`src/rtl/sram_128x4096_arbiter.sv`:
```
// Two-requester req/gnt/rvalid arbiter in front of a single-port SRAM macro,
// with a zero-fill sweep after reset release and on request.
module sram_128x4096_arbiter #(
  parameter int ADDR_W      = 12,
  parameter int DATA_W      = 128,
  parameter bit INIT_ON_RST = 1'b1
) (
  input  logic                clk_i,
  input  logic                rst_ni,
  input  logic                init_req_i,
  output logic                init_done_o,
  input  logic                req0_i,
  output logic                gnt0_o,
  input  logic                we0_i,
  input  logic [DATA_W/8-1:0] be0_i,
  input  logic [ADDR_W-1:0]   addr0_i,
  input  logic [DATA_W-1:0]   wdata0_i,
  output logic                rvalid0_o,
  output logic [DATA_W-1:0]   rdata0_o,
  input  logic                req1_i,
  output logic                gnt1_o,
  input  logic                we1_i,
  input  logic [DATA_W/8-1:0] be1_i,
  input  logic [ADDR_W-1:0]   addr1_i,
  input  logic [DATA_W-1:0]   wdata1_i,
  output logic                rvalid1_o,
  output logic [DATA_W-1:0]   rdata1_o,
  output logic                sram_cen_o,
  output logic                sram_gwen_o,
  output logic [DATA_W-1:0]   sram_wen_o,
  output logic [ADDR_W-1:0]   sram_a_o,
  output logic [DATA_W-1:0]   sram_d_o,
  input  logic [DATA_W-1:0]   sram_q_i
);

  localparam int BE_W = DATA_W / 8;
  localparam logic [0:0] ST_INIT  = 1'b0;
  localparam logic [0:0] ST_SERVE = 1'b1;
  localparam logic [0:0] ST_RESET = INIT_ON_RST ? ST_INIT : ST_SERVE;
  localparam logic [ADDR_W-1:0] CNT_LAST = '1;

  logic [0:0]        state_q, state_d;
  logic [ADDR_W-1:0] cnt_q, cnt_d;
  logic              rr_q, rr_d;
  logic              rvalid0_q, rvalid0_d;
  logic              rvalid1_q, rvalid1_d;
  logic              resp_we_q, resp_we_d;
  logic [ADDR_W-1:0] a_q, a_d;
  logic [DATA_W-1:0] d_q, d_d;

  logic              serving, sweeping, contested;
  logic              sel_we;
  logic [BE_W-1:0]   sel_be;
  logic [ADDR_W-1:0] sel_addr;
  logic [DATA_W-1:0] sel_wdata;
  logic [DATA_W-1:0] be_wen;

  // rst_ni gates everything combinational so the macro pins go idle the moment reset asserts.
  assign serving   = rst_ni & (state_q == ST_SERVE);
  assign sweeping  = rst_ni & (state_q == ST_INIT);
  assign contested = serving & req0_i & req1_i;

  assign gnt0_o = serving & req0_i & (~req1_i | ~rr_q);
  assign gnt1_o = serving & req1_i & (~req0_i | rr_q);

  assign sel_we    = gnt1_o ? we1_i    : we0_i;
  assign sel_be    = gnt1_o ? be1_i    : be0_i;
  assign sel_addr  = gnt1_o ? addr1_i  : addr0_i;
  assign sel_wdata = gnt1_o ? wdata1_i : wdata0_i;

  for (genvar gi = 0; gi < BE_W; gi++) begin : g_wen
    assign be_wen[gi*8 +: 8] = {8{~sel_be[gi]}};
  end

  always_comb begin
    sram_cen_o  = 1'b1;
    sram_gwen_o = 1'b1;
    sram_wen_o  = '1;
    sram_a_o    = a_q;
    sram_d_o    = d_q;
    if (sweeping) begin
      sram_cen_o  = 1'b0;
      sram_gwen_o = 1'b0;
      sram_wen_o  = '0;
      sram_a_o    = cnt_q;
      sram_d_o    = '0;
    end else if (gnt0_o || gnt1_o) begin
      sram_cen_o = 1'b0;
      sram_a_o   = sel_addr;
      if (sel_we) begin
        sram_gwen_o = 1'b0;
        sram_wen_o  = be_wen;
        sram_d_o    = sel_wdata;
      end
    end
  end

  always_comb begin
    state_d   = state_q;
    cnt_d     = cnt_q;
    rr_d      = rr_q;
    rvalid0_d = gnt0_o;
    rvalid1_d = gnt1_o;
    resp_we_d = sel_we;
    a_d       = sram_a_o;
    d_d       = sram_d_o;
    if (state_q == ST_INIT) begin
      cnt_d = cnt_q + 1'b1;
      if (cnt_q == CNT_LAST) begin
        state_d = ST_SERVE;
        cnt_d   = '0;
      end
    end else if (init_req_i) begin
      state_d = ST_INIT;
      cnt_d   = '0;
    end
    if (contested) begin
      rr_d = ~rr_q;
    end
  end

  always_ff @(posedge clk_i or negedge rst_ni) begin
    if (!rst_ni) begin
      state_q   <= ST_RESET;
      cnt_q     <= '0;
      rr_q      <= 1'b0;
      rvalid0_q <= 1'b0;
      rvalid1_q <= 1'b0;
      resp_we_q <= 1'b0;
      a_q       <= '0;
      d_q       <= '0;
    end else begin
      state_q   <= state_d;
      cnt_q     <= cnt_d;
      rr_q      <= rr_d;
      rvalid0_q <= rvalid0_d;
      rvalid1_q <= rvalid1_d;
      resp_we_q <= resp_we_d;
      a_q       <= a_d;
      d_q       <= d_d;
    end
  end

  assign init_done_o = (state_q == ST_SERVE);
  assign rvalid0_o   = rvalid0_q;
  assign rvalid1_o   = rvalid1_q;
  // Write responses carry zero data; the macro's Q is only meaningful after a read.
  assign rdata0_o    = (rvalid0_q && !resp_we_q) ? sram_q_i : '0;
  assign rdata1_o    = (rvalid1_q && !resp_we_q) ? sram_q_i : '0;

endmodule
```
`config.mk`:
```
export PLATFORM = sky130hd
export DESIGN_NAME = sram_128x4096_arbiter
export DESIGN_NICKNAME = d
export VERILOG_FILES = /design/src/rtl/sram_128x4096_arbiter.sv
export SDC_FILE = /design/constraint.sdc
export NUM_CORES = 1
export LEC_CHECK = 0
export ABC_CLOCK_PERIOD_IN_PS = 2200
export BUFFER_PORTS_ARGS = -buffer_cell sky130_fd_sc_hd__buf_2
export CAP_MARGIN = 20
export CORE_AREA = 2 2 380 382
export CTS_BUF_LIST = sky130_fd_sc_hd__clkbuf_8
export DETAILED_ROUTE_END_ITERATION = 7
export DIE_AREA = 0 0 382 384
export SYNTH_ARGS = -nofsm -noshare
export SYNTH_HDL_FRONTEND = slang
export SYNTH_SLANG_ARGS = --single-unit
```
`constraint.sdc`:
```
create_clock -name clk_i -period 2.2 [get_ports clk_i]
set_input_delay 0.22 -clock clk_i [delete_from_list [all_inputs] [get_ports clk_i]]
set_output_delay 0.22 -clock clk_i [all_outputs]
set_load 0.01 [all_outputs]
```
Word level (Yosys, flattened, before mapping)
Cells that the tools add are included.

cells by class
  $add $sub $neg = 1
  eq/ne operators = 2
  muxes and demuxes = 25
  bitwise operators = 29
  reduce and logical (&&, ||, !) cells = 4

operator list
  operator               number
  $mux 128               9
  $mux 12                6
  $not 1->1              20
  $mux 16                1
  $add 12x1->12 const B  1
  $eq 12x12->1 const B   1
  $mux 1                 9
  $and 1x1->1            7
  $logic_and 1x1->1      2
  $ne 2x2->1 const B     1
  $or 1x1->1             2
  $logic_not 1->1        1
  $logic_or 1x1->1       1

storage, ports and cells
  bits in registers = 157
  bits of input ports = 447
  output and inout bits = 531
  word-level logic and storage cells = 69

Logic depth before layout (Yosys ltp)
Gate-level depths: netlist of the first run.

  depth in word-level cells = 8
  gate-level depth with buffers = 8
  depth with buffers taken out = 5

Worst setup path before layout of the first run
OpenSTA, ideal clock, no wires.

  path kind = register to output
  start point = reg state_q, in the netlist init_done_o
  end point = out sram_wen_o[100]
  arrival = 2200 ps
  required time = 1980 ps
  slack = -220 ps
  cell stages (with the launch flop) = 9
  path buffers = 4
  cells stage by stage = dfrtp_1 > and2_1 > buf_4 > buf_6 > nand3_1 > buf_2 > mux2_1 > a21oi_1 > buf_4

between the ends
  longest elaborated chain between the ends = 8
  elaborated cells on any way between the ends = 14
  those cells by class = mux (5); bitwise (8); reduce/logical (1)

RTL lines
  item                      RTL line  source
  start: declaration        42        logic [0:0] state_q, state_d;
  start signal: assignment  133       state_q <= state_d;
  $and 1x1->1               59        assign serving = rst_ni & (state_q == ST_SERVE);
  $and 1x1->1 (2 in a row)  64        assign gnt1_o = serving & req1_i & (~req0_i | rr_q);
  $mux 16                   67        assign sel_be = gnt1_o ? be1_i : be0_i;
  $not 1->1                 72        assign be_wen[gi*8 +: 8] = {8{~sel_be[gi]}};
  $mux 128                  90        if (sel_we) begin
  $mux 128                  87        end else if (gnt0_o || gnt1_o) begin
  $mux 128 (*)              81        if (sweeping) begin
  end: declaration          30        output logic [DATA_W-1:0] sram_wen_o,

Every way passes the cells marked *; elsewhere a longest branch is shown, timed or not.

Final worst setup path of the first run
  start point = reg rr_q
  end point = out sram_d_o[34]

between the ends
  longest elaborated chain between the ends = 6
  elaborated cells on any way between the ends = 11
  those cells by class = mux (5); bitwise (5); reduce/logical (1)

RTL lines
  item                                          RTL line  source
  start: declaration                            44        logic rr_q, rr_d;
  start signal: assignment                      135       rr_q <= rr_d;
  $or 1x1->1 or $not 1->1 (tied branches)       64, 63
  $and 1x1->1 or $or 1x1->1 (tied branches)     64, 63
  $mux 128 (tied with other cells)              69        assign sel_wdata = gnt1_o ? wdata1_i : wdata0_i;
  $mux 128 or $logic_or 1x1->1 (tied branches)  90, 87
  $mux 128 (*)                                  87
  $mux 128 (*)                                  81
  end: declaration                              32        output logic [DATA_W-1:0] sram_d_o,

Marks and branches as above.

==> out/results.tsv, run 1 <==
metric	value	unit
hold_violations	0	
hpwl	93900	um
worstPathMaxFanout	24	
boundaryPins	978	
synth_edf_count	0	
die_y	384	um
gr-usage-all-layers	0.147	
layout_commonest_cell	buf_2	
port_buffers	977	
antenna_found_initial	94	
netlist_instances	1523	
finish.net_count	2904	
worst-slew-pin-transition	0.870	ns
initial_core_util	0.102	
fin_ws	-0.641	ns
vias	17100	
wirelength	117000	um
remaining_drc_errors	0	
max_cap_viol_count	0	
violations	setup timing	
cts_tree	done	
fmax	352	MHz
clkTransAtPathRegs	0.12	ns
period_needed	2.84	ns
cts_buffers	17	
grt_max_degree	129	
postSynth.asyncResetShare	1.00	
die-width	382	um
drtIter0Drc	1070	
yosys_warnings	0	
relSlewSlack	0.420	
cp-end-kind	output pin	
ys_seq_area_frac	0.270	
critPathKind	reg -> out	
hold_ws	0.0930	ns
ys.flop_type	dfrtp_1	
grt_pass1_vias	15900	
r2r_slack	-0.11	ns
powerDensity	330	mW/mm2
final_cell_mix	buf_2 (927), and2_1 (259), dfrtp_1 (157), inv_1 (130), o31a_1 (128)	
final_core_util	0.179	
p_leak	11.1	nW
avgSynthCellArea	9.56	um2
first_pass_iters	5	
syn_to_final_growth	75.2	%
cts-root-buf	clkbuf_8	
vdd_drop_max	541	uV
synth_top_area_frac	0.270	
grt_pass1_wl	146000	um
outcome	finished with violations	
worstPathRequired	1.98	ns
pre_cts_ws	-0.0617	ns
rows	139	
fin_skew	0.0226	ns
dieArea	0.147	mm2
insertion_delay	0.61	ns
finalPower	8.40	mW
drv_slew	0	
vias_per_cell	3.89	
ant_nets	0	
yosys.area.top_type	dfrtp_1	
worstHoldPathType	in -> async	
yosysUniqueCellTypes	46	
syn-num-nets	1971	
clock_sinks	157	
drive_gt1_frac	0.623	
synth-seq-cells	157	
critPathArrivalTime	2.62	ns
clock_path_buffers	2	
finalSetupViolCount	411	
syn_area	0.0146	mm2
fin_crit_sh	1.29	
synth_area_leaders	dfrtp_1 (27%), a2111oi_2 (12%), and2_1 (11%)	
rsz0062_at_grt	yes	
grt-ovfl-total	0	
start_kind	flip-flop	
gp_congestion	0.933	
htree_levels	4	
core-area	0.143	mm2
wire_per_inst	26.6	um
area by class of cell:
type                       instances  area, um2
inverter                         131        497
clock buffer                      17        234
tap                             1903       2380
fill                           15900     117000
multi-input combinational        924       9750
antenna                           25       62.6
sequential                       157       3930
timing repair buffer            1225       8460
clock inverter                    15        194
kinds of logic after synthesis:
kind of cell               Yosys count  share of synthesized area
DFF                                157                      0.270
adders and majority gates            1                   0.000859
muxes                               32                     0.0236
xor gates and xnor gates             6                    0.00361
buffers and inverters              442                      0.156
and+or+nand+nor                    452                      0.211
AOI/OAI and AO/OA                  433                      0.335
repair_timing:
| action | in CTS | in global routing |
|---|---|---|
| cloned | 4 | 12 |
| pin swaps | 41 | 37 |
| endpoints found under the hold margin | 65 | 0 |
| resized for setup | 102 | 145 |
| endpoints found under the setup margin | 528 | 533 |
| hold buffers | 25 | 0 |
| setup buffers | 9 | 43 |
worst paths after layout:
| check | from | to | cells after the start |
|---|---|---|---|
| setup / recovery | rr_q | sram_d_o[34] | 7 |
| hold / removal | rst_ni | init_done_o | 3 |
| setup reg to reg | rr_q | a_q[7] | 8 |
| hold reg to reg | d_q[99] | d_q[99] | 2 |
| max in group asynchronous | rst_ni | d_q[125] | 4 |
| min in group clk_i | addr1_i[5] | a_q[5] | 3 |
layer usage:
metal / routed length (um) / up-vias / track usage
li1: - / 7413 / -
met3: 8670 / 243 / 0.0418
met1: 44100 / 8408 / 0.165
met5: 162 / - / 0
met4: 3120 / 28 / 0.0381
met2: 60900 / 1001 / 0.268
power by group:
group          switching [mW]  internal, mW  total, mW
registers               0.125          3.03       3.15
clock network            1.60         0.976       2.58
logic                    1.53          1.14       2.67
total                    3.26          5.15       8.40
flip-flops by register name (all words and copies together), names as in the netlist:
register and count:
rvalid0_o 1, cnt_q 12, init_done_o 1, rvalid1_o 1, d_q 128, rr_q 1, a_q 12, resp_we_q 1
Yosys cell counts, types with 2 or more instances:
master,n
nor2b_1,5
a21oi_1,20
o31a_1,128
mux2_1,16
and4_1,130
clkbuf_1,118
a211oi_1,8
a2111oi_2,120
buf_6,15
xnor2_1,2
a2111oi_0,8
xor2_1,4
mux2_2,2
mux2i_1,14
o21ai_1,2
o22ai_1,5
dfrtp_1,157
buf_1,2
nand3_1,22
buf_4,114
and3_1,2
and2_1,260
a211oi_2,120
inv_1,130
o211ai_1,12
buf_2,62
nand2b_1,2
nand4_1,2
nand2_1,23
nor2_1,2
through the flow:
stage / cell area, um2 / setup TNS, ns / std cells
2_1_floorplan: 14700 / -1.73 / 1523
3_3_place_gp: 22200 / -0.0810 / 4247
3_5_place_dp: 22200 / -0.159 / 4247
4_1_cts: 23800 / -199.55 / 4317
5_1_grt: 25500 / -218.42 / 4384
6_report: 25500 / -142.42 / 4397
critical path, stage by stage, from the launching register on:
cell      delay (ns)
dfrtp_1         0.41
and2b_4         0.30
o21ai_4         0.11
a21o_4          0.30
buf_16          0.18
buf_12          0.19
a211oi_2        0.24
buf_2           0.20
(Power assumes the default switching activity.)
==> run 2: changes to the inputs <==
Settings changed: CAP_MARGIN 20 to default, PLACE_DENSITY from default to 0.32.
==> run 2 against run 1 <==
Compared with the run above: the run still ends with setup timing left; flip-flop and latch count stayed put; power is 0.32% higher; utilization is 1.4 points higher; routed wire length is 7.9% lower; die area stayed put; non-clock buffer count is 107 higher; critical endpoint is now sram_d_o[112]; largest cell class unchanged; highest routed layer unchanged.
==> out/results.tsv, run 2 (same netlist as run 1, synthesis figures left out) <==
metric	value	unit
largest_register_ffs	128	
rr_worst_depth	10	
dieArea	0.147	mm2
worstHoldPathType	in -> reg	
clock_sinks	157	
regMostFlops	d_q	
grt_max_degree	98	
pre_cts_ws	-0.0472	ns
port_buffers	977	
swShare	0.396	
top_regs	d_q (128), a_q (12), cnt_q (12)	
clock_path_buffers	2	
gr-usage-all-layers	0.133	
gp_congestion	0.807	
violations	setup timing	
remaining_drc_errors	0	
worst-slew-pin-transition	0.767	ns
worstPathMaxFanout	7	
relSlewSlack	0.489	
critPathArrivalTime	2.64	ns
cts_buffers	17	
wirelength	108000	um
start_kind	flip-flop	
hold_end	a_q[10]	
die-width	382	um
rows	139	
period_needed	2.86	ns
die_y	384	um
boundaryPins	978	
critical-path-max-stage-delay	0.39	ns
final_cell_mix	buf_2 (869), and2_1 (259), buf_4 (190), dfrtp_1 (157), inv_1 (130)	
vdd_drop_max	489	uV
grt_pass1_vias	16700	
rr_endpoint	d_q[9]	
finish.net_count	3011	
grt-ovfl-total	0	
p_leak	11.9	nW
max_cap_viol_count	0	
cts-root-buf	clkbuf_8	
clkPwrFrac	0.283	
drv_slew	0	
critPathKind	reg -> out	
core-area	0.143	mm2
cp-end-kind	output pin	
ant_nets	0	
powerDensity	306	mW/mm2
hold_violations	0	
grt_pass1_wl	137000	um
rsz0062_at_grt	yes	
fin_crit_sh	1.30	
nFillCells	16000	
first_pass_iters	4	
r2r_slack	0.06	ns
clkTransAtPathRegs	0.10	ns
drive_gt1_frac	0.642	
wire_per_inst	24.0	um
hold_depth	4	
fin_ws	-0.659	ns
worstPathRequired	1.98	ns
hpwl	79800	um
intPower	5.09	mW
insertion_delay	0.63	ns
path_cells	and2_4, o21ai_4, buf_12, buf_12, buf_16, buf_16, a2111oi_4, a211oi_2, buf_4, buf_6	
vias	16700	
r2r-start	rr_q	
slowest_stage	dfrtp_1	
drtIter0Drc	601	
hp-start	addr1_i[10]	
final_core_util	0.193	
outcome	finished with violations	
fmax	350	MHz
seqPwrFrac	0.375	
fin_skew	0.0281	ns
finalSetupViolCount	382	
layout_commonest_cell	buf_2	
syn_to_final_growth	89.4	%
p_comb_frac	0.343	
initial_core_util	0.102	
vias_per_cell	3.73	
antenna_found_initial	56	
htree_levels	4	
cts_tree	done	
p_sw	3.34	mW
run 2: cell types whose count changed in the layout (fill, tap and decap cells not counted), moves of 10 or more:
cell | before | now
buf_6 | 55 | 126
diode_2 | 25 | 8
buf_16 | 11 | 21
a2111oi_4 | 66 | 94
a2111oi_2 | 57 | 34
a211oi_4 | 28 | 46
buf_2 | 927 | 869
buf_4 | 125 | 190
a211oi_2 | 96 | 82
buf_12 | 65 | 75
run 2: metal layers:
metal	up-vias	routed length, um	global-route usage
met5	-	114	0
met4	18	3320	0.0387
met3	169	5430	0.0286
met2	759	59400	0.262
met1	8227	39500	0.138
li1	7574	-	-
run 2: what timing repair did:
action                                  in CTS  in global routing
pin swaps                                  106                 96
resized for setup                          240                198
setup buffers                               50                 77
hold buffers                                24                  0
gates cloned                                 9                 20
endpoints found under the setup margin     467                484
endpoints found under the hold margin       34                  0
run 2: power by group through the flow:
stage	combinational, mW	clock (mW)	sequential, mW
floorplan	1.05	0	3.18
global route	3.07	2.62	3.19
finish	2.89	2.38	3.16
global placement	2.34	0	3.22
detailed placement	2.33	0	3.22
CTS	2.58	2.55	3.16
run 2: how the worst max path moves through the flow:
stage                            from        endpoint  cells after the start
final                     init_done_o   sram_d_o[112]                     10
after global routing      init_done_o   sram_d_o[112]                     10
after CTS                        rr_q    sram_d_o[63]                      7
after detailed placement  init_done_o    sram_d_o[53]                      8
after global placement           rr_q    sram_d_o[14]                      8
after floorplan           init_done_o  sram_wen_o[89]                      8
run 2: per-stage QoR:
step                      hold WS (ns)  setup TNS, ns  cells  cell area, um2  total power [mW]
after detailed placement         0.207         -0.879   4282           22400              5.54
after CTS                      0.00287        -199.02   4390           25200              8.29
final                           0.0771        -150.12   4486           27600              8.43
after global routing            0.0478        -217.50   4485           27600              8.88
after floorplan                -0.0756          -1.73   1523           14700              4.23
after global placement           0.206         -0.281   4282           22400              5.55
run 2: layout make-up:
type / instances / area [um2] / area share
flip-flops and latches: 157 / 3930 / 0.142
diodes: 8 / 20.0 / 0.000726
inverters: 131 / 494 / 0.0179
clock inverters: 14 / 128 / 0.00463
well taps: 1903 / 2380 / 0.0864
repair buffers: 1332 / 10100 / 0.366
multi-input cells: 924 / 10300 / 0.374
clock buffers: 17 / 234 / 0.00849
run 2: worst max-delay path, delay by kind of cell, from the launching register on:
kind            cells  cell delay (ns)
flops               1             0.39
compound gates      3             0.44
simple gates        1             0.27
buf+inv             6             0.90
==> run 3: changes to the inputs <==
Settings changed: ABC_AREA from default to 1, BUFFER_PORTS_ARGS -buffer_cell sky130_fd_sc_hd__buf_2 to -buffer_cell sky130_fd_sc_hd__buf_4, CORE_AREA 2 2 380 382 to 2 2 378 380, DIE_AREA 0 0 382 384 to 0 0 380 382, PLACE_DENSITY 0.32 to 0.3.
==> run 3 against run 2 <==
Compared with the run above: the run still ends with setup timing left; clock skew is 0.0013 ns lower; clock power is 2% higher; fmax is 6.0% higher; die area is 1.0% lower; power is 5.4% lower; first-iteration DRC count stayed put; cell area is 6.1% lower; setup slack better by 0.16 ns; flip-flop and latch count stayed put; register-to-register slack worse by 0.35 ns; sequential power hardly changed.
==> out/results.tsv, run 3 <==
metric	value	unit
drv_slew	0	
critPathKind	reg -> out	
pre_cts_ws	0.00660	ns
outcome	finished with violations	
core-area	0.141	mm2
cts-root-buf	clkbuf_8	
final_cell_mix	buf_4 (1046), nand2_1 (610), nor2_1 (374), inv_1 (308), dfrtp_1 (157)	
die_y	382	um
grt_pass1_wl	115000	um
hold_depth	5	
wire_per_inst	16.9	um
relSlewSlack	0.456	
clock_sinks	157	
rows	138	
avgSynthCellArea	5.72	um2
synth_area_leaders	dfrtp_1 (33%), nand2_1 (23%), nor2_1 (17%)	
yosys.area.top_type	dfrtp_1	
worst-slew-pin-transition	0.817	ns
worstHoldPathType	in -> reg	
max_cap_viol_count	0	
fin_cells	5092	
vias_per_cell	3.18	
drtIter0Drc	601	
yosys-top-cells-count	nand2_1 (736), nor2_1 (537), inv_1 (307), dfrtp_1 (157), buf_4 (120)	
layout_commonest_cell	buf_4	
postSynth.asyncResetShare	1.00	
yosysMostFrequentCell	nand2_1	
vias	16200	
powerDensity	308	mW/mm2
p_leak	14.3	nW
gr-usage-all-layers	0.109	
netlist_instances	2066	
syn_to_final_growth	119	%
htree_levels	4	
wirelength	85900	um
fin_skew	0.0268	ns
gp_congestion	0.858	
remaining_drc_errors	0	
grt-ovfl-total	0	
antenna_found_initial	17	
syn-num-nets	2514	
yosysUniqueCellTypes	28	
insertion_delay	0.62	ns
regMostFlops	d_q	
fin_ws	-0.498	ns
place_inst	4860	
cp-end-kind	output pin	
grt_max_degree	105	
critPathArrivalTime	2.48	ns
ys_seq_area_frac	0.333	
drive_gt1_frac	0.481	
boundaryPins	978	
hpwl	67400	um
rr_worst_depth	12	
dieArea	0.145	mm2
cts_buffers	17	
finish.net_count	3631	
grt_pass1_vias	15900	
clkTransAtPathRegs	0.10	ns
vdd_drop_max	411	uV
synth-seq-cells	157	
nFillCells	16300	
hold_ws	0.0297	ns
worstPathMaxFanout	8	
finalPower	7.98	mW
worstPathRequired	1.98	ns
clock_path_buffers	2	
violations	setup timing	
initial_core_util	0.0838	
syn_area	0.0118	mm2
ys.flop_type	dfrtp_1	
finalSetupViolCount	434	
start_kind	flip-flop	
largest_register_ffs	128	
die-width	380	um
synth_top_area_frac	0.333	
period_needed	2.70	ns
ant_nets	0	
fmax	371	MHz
cts_tree	done	
synth_edf_count	0	
tns	-123.93	ns
fin_crit_sh	1.23	
hold_violations	0	
yosys_warnings	0	
first_pass_iters	5	
port_buffers	977	
top_regs	d_q (128), a_q (12), cnt_q (12)	
rsz0062_at_grt	yes	
[run 3: cell families (layout without fill, tap and decap cells)]
family / count (synthesis) / in the layout / share of synthesized area
buffers and inverters: 533 / 1663 / 0.212
AOI/OAI and AO/OA: 37 / 37 / 0.0171
DFF: 157 / 157 / 0.333
adders and majority gates: 1 / 1 / 0.00106
other: 0 / 6 / 0
xor gates and xnor gates: 5 / 5 / 0.00371
and+or+nand+nor: 1333 / 1333 / 0.434
[run 3: routing by layer]
metal  GRT usage  vias to the layer above  wire, um
met2       0.178                      514     41200
li1            -                     8072         -
met5           0                        -       103
met3      0.0287                       76      4820
met1       0.138                     7500     37900
met4      0.0375                       16      1900
[run 3: repair_timing]
action / CTS / global route
pin swaps: 3 / 66
hold endpoints to repair: 183 / 0
cloned: 2 / 19
gates resized for setup: 100 / 432
endpoints found under the setup margin: 512 / 532
hold buffers: 119 / 0
setup buffers: 5 / 51
[run 3: report_power, final]
part / internal, mW / total, mW / switching (mW)
Sequential: 3.02 / 3.17 / 0.148
Combinational: 1.27 / 2.38 / 1.11
Clock: 0.851 / 2.43 / 1.58
Total: 5.14 / 7.98 / 2.84
[run 3: path summary, 6_finish.rpt]
| kind | to | slack [ns] | start |
|---|---|---|---|
| min in group asynchronous | resp_we_q | 0.21 | rst_ni |
| min reg2reg | cnt_q[10] | 0.56 | cnt_q[10] |
| max reg2reg | d_q[21] | -0.29 | init_done_o |
| min | d_q[76] | 0.03 | wdata1_i[76] |
| max | sram_d_o[36] | -0.50 | init_done_o |
| max in group asynchronous | d_q[101] | 1.01 | rst_ni |
[run 3: worst max-delay path, stage by stage, from the launching register on]
cell and delay, ns:
dfrtp_1 0.38, nand2_2 0.09, nor2_4 0.20, nand2_8 0.10, nand2_4 0.09, nand3_4 0.11, buf_8 0.17, clkbuf_16 0.20
clkbuf_16 0.18, nand2_1 0.05, nand2_1 0.05, nor2_2 0.12, buf_6 0.13
[run 3: area by class of cell]
type / instances / area [um2] / area share
inverter: 309 / 1170 / 0.0453
timing repair buffer: 1322 / 11400 / 0.441
sequential: 157 / 3930 / 0.152
multi-input combinational: 1376 / 6640 / 0.256
clock buffer: 18 / 248 / 0.00956
clock inverter: 14 / 126 / 0.00488
antenna: 6 / 15.0 / 0.000580
tap: 1890 / 2360 / 0.0913
[run 3: per-stage QoR]
step / utilization / cell area [um2]
2_1_floorplan: - / 11800
5_1_grt: 0.184 / 25900
4_1_cts: 0.168 / 23700
6_report: 0.184 / 25900
3_5_place_dp: 0.154 / 21700
3_3_place_gp: 0.154 / 21700
